`config.mk`:
```
export PLATFORM = sky130hd
export DESIGN_NAME = decompressor_stream_parser
export DESIGN_NICKNAME = d
export VERILOG_FILES = /design/src/rtl/decompressor_stream_parser_pkg.sv /design/src/rtl/decompressor_stream_parser.sv
export SDC_FILE = /design/constraint.sdc
export NUM_CORES = 1
export LEC_CHECK = 0
export ABC_AREA = 1
export CELL_PAD_IN_SITES_DETAIL_PLACEMENT = 1
export CELL_PAD_IN_SITES_GLOBAL_PLACEMENT = 1
export CORE_MARGIN = 8
export CORE_UTILIZATION = 41
export CTS_BUF_LIST = sky130_fd_sc_hd__clkbuf_8
export DETAILED_ROUTE_END_ITERATION = 7
export GPL_TIMING_DRIVEN = 0
export PLACE_DENSITY_LB_ADDON = 0.1
export SLEW_MARGIN = 20
export SYNTH_ARGS = -nofsm -noshare
export SYNTH_HDL_FRONTEND = slang
export SYNTH_SLANG_ARGS = --single-unit
```
`constraint.sdc`:
```
create_clock -name clock -period 2.6 [get_ports clock]
set_clock_uncertainty 0.2 [all_clocks]
set_input_delay 0.52 -clock clock [delete_from_list [all_inputs] [get_ports clock]]
set_output_delay 0.52 -clock clock [all_outputs]
set_load 0.05 [all_outputs]
```
`src/rtl/decompressor_stream_parser_pkg.sv`:
```
// decompressor_stream_parser_pkg: shared parser states, item widths, flag values and literal packing
package decompressor_stream_parser_pkg;
  typedef enum logic [2:0] {S_CW, S_B0, S_B1, S_PRESENT, S_GAP, S_DONE, S_ERR} parser_state_t;
  localparam int CW_BITS_DEFAULT = 8;
  localparam int ITEM_WIDTH = 16;
  localparam logic LIT_FLAG = 1'b0;
  localparam logic COPY_FLAG = 1'b1;
  function automatic logic [ITEM_WIDTH-1:0] make_literal(input logic [7:0] b);
    return {8'h00, b};
  endfunction
endpackage

```
`src/rtl/decompressor_stream_parser.sv`:
```
// decompressor_stream_parser: unpacks an LZRW1 byte stream into 16-bit items plus a copy/literal flag
//   in:  clock, reset (async high), in_byte/in_valid/in_last, decompressor_busy
//   out: in_ready, data_in/control_word_in/data_in_valid, stream_done, format_error, items_sent
module decompressor_stream_parser
  import decompressor_stream_parser_pkg::*;
#(
  parameter int CW_BITS = CW_BITS_DEFAULT,
  parameter int CNT_WIDTH = 16
) (
  input  logic                  clock,
  input  logic                  reset,
  input  logic [7:0]            in_byte,
  input  logic                  in_valid,
  input  logic                  in_last,
  output logic                  in_ready,
  output logic [ITEM_WIDTH-1:0] data_in,
  output logic                  control_word_in,
  output logic                  data_in_valid,
  input  logic                  decompressor_busy,
  output logic                  stream_done,
  output logic                  format_error,
  output logic [CNT_WIDTH-1:0]  items_sent
);
  localparam int IW = (CW_BITS > 1) ? $clog2(CW_BITS) : 1;
  localparam logic [IW-1:0] LAST_IDX = IW'(CW_BITS - 1);
  parser_state_t state_q;
  logic [7:0] cw_q, hi_q;
  logic [IW-1:0] idx_q;
  logic last_q, ready_q, valid_q, done_q, err_q, ctl_q;
  logic [ITEM_WIDTH-1:0] data_q;
  logic [CNT_WIDTH-1:0] cnt_q, cnt_d;
  logic is_copy;
  // control word is consumed MSB-first
  assign is_copy = cw_q[LAST_IDX - idx_q];
  assign cnt_d = cnt_q + CNT_WIDTH'(1);
  assign in_ready = ready_q;
  assign data_in = data_q;
  assign control_word_in = ctl_q;
  assign data_in_valid = valid_q;
  assign stream_done = done_q;
  assign format_error = err_q;
  assign items_sent = cnt_q;
  always_ff @(posedge clock or posedge reset)
    if (reset) begin
      state_q <= S_CW;
      cw_q    <= '0;
      hi_q    <= '0;
      idx_q   <= '0;
      last_q  <= 1'b0;
      ready_q <= 1'b0;
      valid_q <= 1'b0;
      done_q  <= 1'b0;
      err_q   <= 1'b0;
      ctl_q   <= 1'b0;
      data_q  <= '0;
      cnt_q   <= '0;
    end else begin
      case (state_q)
        // in_ready is held low through reset, so it is raised one cycle after release
        S_CW: if (!ready_q) ready_q <= 1'b1;
        else if (in_valid) begin
          cw_q  <= in_byte;
          idx_q <= '0;
          if (in_last) begin
            state_q <= S_DONE;
            ready_q <= 1'b0;
            done_q  <= 1'b1;
          end else state_q <= S_B0;
        end
        S_B0: if (in_valid) begin
          last_q <= in_last;
          if (is_copy) begin
            hi_q <= in_byte;
            if (in_last) begin
              state_q <= S_ERR;
              ready_q <= 1'b0;
              err_q   <= 1'b1;
            end else state_q <= S_B1;
          end else begin
            data_q  <= make_literal(in_byte);
            ctl_q   <= LIT_FLAG;
            state_q <= S_PRESENT;
            ready_q <= 1'b0;
            valid_q <= 1'b1;
          end
        end
        S_B1: if (in_valid) begin
          last_q  <= in_last;
          data_q  <= {hi_q, in_byte};
          ctl_q   <= COPY_FLAG;
          state_q <= S_PRESENT;
          ready_q <= 1'b0;
          valid_q <= 1'b1;
        end
        S_PRESENT: if (!decompressor_busy) begin
          cnt_q   <= cnt_d;
          valid_q <= 1'b0;
          state_q <= S_GAP;
        end
        // idle cycle lets the decompressor raise busy before the next item appears
        S_GAP: if (last_q) begin
          state_q <= S_DONE;
          done_q  <= 1'b1;
        end else begin
          state_q <= (idx_q == LAST_IDX) ? S_CW : S_B0;
          idx_q   <= (idx_q == LAST_IDX) ? idx_q : idx_q + IW'(1);
          ready_q <= 1'b1;
        end
        default: ;
      endcase
    end
endmodule
```
==> reports/results.tsv, run 1 <==
metric	value	unit
outcome	finished clean	
place_congestion	0.802	
dieArea	0.0101	mm^2
place_area	0.00354	mm^2
routed-via-count	2349	
ctsHoldBuffers	0	
finalWirelength	7.27	mm
synth-seq-cells	60	
syn_inst	331	
worstPathCellList	clkdlybuf4s50_1	
layout_min_cycle_time	2350	ps
ant_nets	0	
worstPathMaxFanout	5	
multiInputGateArea	0.00118	mm^2
synth.yosys.seq_area_share	51.5	%
async_flop_share	100	%
io_buffers	48	
grt_pass1_wl	12.8	mm
slew_violations	0	
grt_pass1_vias	2630	
r2r_end	items_sent[13]$_DFFE_PP0P_	
core_area	0.00683	mm^2
synth.area.top_cells	dfrtp_1 (52%), nand2_1 (12%), inv_1 (5.0%)	
regArea	0.00150	mm^2
tightest_slew	535	ps
synthTopCellsByCount	nand2_1 (95), dfrtp_1 (60), inv_1 (39)	
clockRootBuffer	clkbuf_8	
hold_slack	264	ps
first_pass_iters	4	
ir_drop	0.464	mV
chipWidth	100	um
hold_viol	0	
synth.largest_area_cell	dfrtp_1	
fp.dieH	100	um
topRoutingLayerUsed	met4	
ys_warn_count	0	
drive_gt1_share	15.2	%
cts_tree	done	
power_density	1110	mW/mm^2
avgSynthCellArea	8.80	um^2
worst-path-buf-inv	1	
clkTransAtPathRegs	70	ps
netlist_area	0.00291	mm^2
wl_met1	3.49	mm
insertion_delay	340	ps
crit_type	flip-flop to primary output	
crit_family	buffers and inverters	
synth_flop_cell	dfrtp_1	
post-cts-setup-buffer-count	0	
r2r_cells	8	
viasPerCell	4.77	
max_freq	426	MHz
finalCritPeriodShare	90.4	%
rsz0062_at_grt	no	
max-slew-margin-rel	64.3	%
io_pins	50	
drt-initial-drc-count	72	
design_area	0.00374	mm^2
drv_cap	0	
final_util	54.7	%
globalRouteTotalUtil	16.2	%
synth_nets	347	
finalSetupViolCount	0	
cts.sinks	60	
grt_overflow	0	
finalSetupTns	0	ps
yosys.area.top_type_share	51.5	%
cpPeakStageDelay	860	ps
synth_enable_flop_cells	0	
cts_buffers	9	
cts_resized	0	
htree_levels	3	
antenna_found_initial	0	
wire_per_inst	14.8	um
total_leakage_power	1.81	nW
grt_max_degree	43	
r2r_slack	670	ps
synth.most_common_cell	nand2_1	
wl_met2	3.42	mm
worstSetupEndpointType	primary output	
place_ws	229	ps
worstPathArrival	1630	ps
ys_types	29	
layout.nets	407	
dp.final_hpwl	5.39	mm
cp.required	1880	ps
hold_path.class	primary input to async pin	
antenna_cells	0	
drc_errors	0	
clock_path_buffers	2	
syn_to_final_growth	28.4	%
start_kind	flip-flop	
num-fill-cells	814	
r2r_start	state_q[2]$_DFFE_PP0P_	
cpMaxStageDelayCell	clkdlybuf4s50_1	
initial_core_util	42.6	%
met3WireLength	217	um
timing.final.ws_setup	251	ps
fp-row-count	30	
-- flip-flops by register name (all words and copies together), names as in the netlist --
signal           cells
hi_q                 8
data_in             16
format_error         1
state_q              3
stream_done          1
cw_q                 8
items_sent          16
data_in_valid        1
control_word_in      1
in_ready             1
idx_q                3
last_q               1
-- through the flow --
stage / std cells / total power [mW]
3_3_place_gp: 475 / 3.24
6_report: 492 / 4.15
4_1_cts: 492 / 4.20
5_1_grt: 492 / 4.44
3_5_place_dp: 476 / 3.32
2_1_floorplan: 331 / 2.75
-- power by group --
part | leakage (nW) | switching [mW] | internal (mW)
combinational | 0.940 | 1.23 | 0.623
sequential | 0.764 | 0.215 | 1.21
clock | 0.107 | 0.381 | 0.488
total | 1.81 | 1.82 | 2.33
-- cells in the final DEF, fill, tap and decap left out, drive strengths merged --
cell / synthesis / routed
nand2: 98 / 98
dfrtp: 60 / 60
clkdlybuf4s50: 0 / 48
inv: 46 / 47
o21ai: 45 / 45
nor2: 20 / 20
nand3: 19 / 19
xor2: 11 / 11
clkbuf: 0 / 11
buf: 7 / 8
nand4: 5 / 5
nor3: 4 / 4
a21oi: 4 / 4
xnor2: 3 / 3
nand3b: 3 / 3
ha: 3 / 3
clkinv: 0 / 2
o21bai: 1 / 1
o22ai: 1 / 1
a31oi: 1 / 1
bufinv: 0 / 1
clkinvlp: 0 / 1
-- layer usage --
layer	global-route usage, %	vias to the layer above
met5	0	-
met4	7.67	0
met3	3.74	12
met2	26.1	41
met1	19.9	1124
li1	-	1172
-- final cells by class --
type                    count  area share, %
well taps                  96           3.21
plain buffers               7           1.51
multi-input cells         218           31.6
flip-flops and latches     60           40.2
clock inverters             5           1.37
clock buffers              11           4.05
inverters                  46           4.69
repair buffers             49           13.4
-- how the worst max path moves through the flow --
stage | startpoint | to | cells after the start | slack, ps
2_1_floorplan | reset | control_word_in$_DFFE_PP0P_ | 1 | 400
3_3_place_gp | reset | items_sent[4]$_DFFE_PP0P_ | 2 | -750
3_5_place_dp | decompressor_busy | items_sent[10]$_DFFE_PP0P_ | 8 | 230
4_1_cts | items_sent[2]$_DFFE_PP0P_ | items_sent[2] | 1 | 230
5_1_grt | items_sent[4]$_DFFE_PP0P_ | items_sent[4] | 1 | 180
6_report | items_sent[2]$_DFFE_PP0P_ | items_sent[2] | 1 | 250
-- cells by family (layout without fill, tap and decap cells) --
| family | Yosys count | count (layout) | synth area share, % |
|---|---|---|---|
| AND/OR/NAND/NOR | 149 | 149 | 24.3 |
| flip-flops | 60 | 60 | 51.5 |
| AO/OA/AOI/OAI | 52 | 52 | 10.8 |
| adder cells (fa/ha/maj) | 3 | 3 | 1.29 |
| XOR/XNOR | 14 | 14 | 4.21 |
| buffers and inverters | 53 | 118 | 7.86 |
(Power assumes the default switching activity.)
==> run 2: changes to the inputs <==
==> constraint.sdc (replaced) <==
create_clock -name clock -period 2.5 [get_ports clock]
set_clock_uncertainty 0.2 [all_clocks]
set_input_delay 0.5 -clock clock [delete_from_list [all_inputs] [get_ports clock]]
set_output_delay 0.5 -clock clock [all_outputs]
set_load 0.05 [all_outputs]
==> results of run 2 <==
Same layout as run 1 (identical final DEF). Status: finished clean.
Among the figures that moved: setup slack after placement 229 ps -> 149 ps; setup slack after layout 251 ps -> 171 ps; hold slack 264 ps -> 244 ps; register-to-register setup slack 670 ps -> 570 ps; total power 4.15 mW -> 4.31 mW; worst IR drop on VDD 0.464 mV -> 0.483 mV
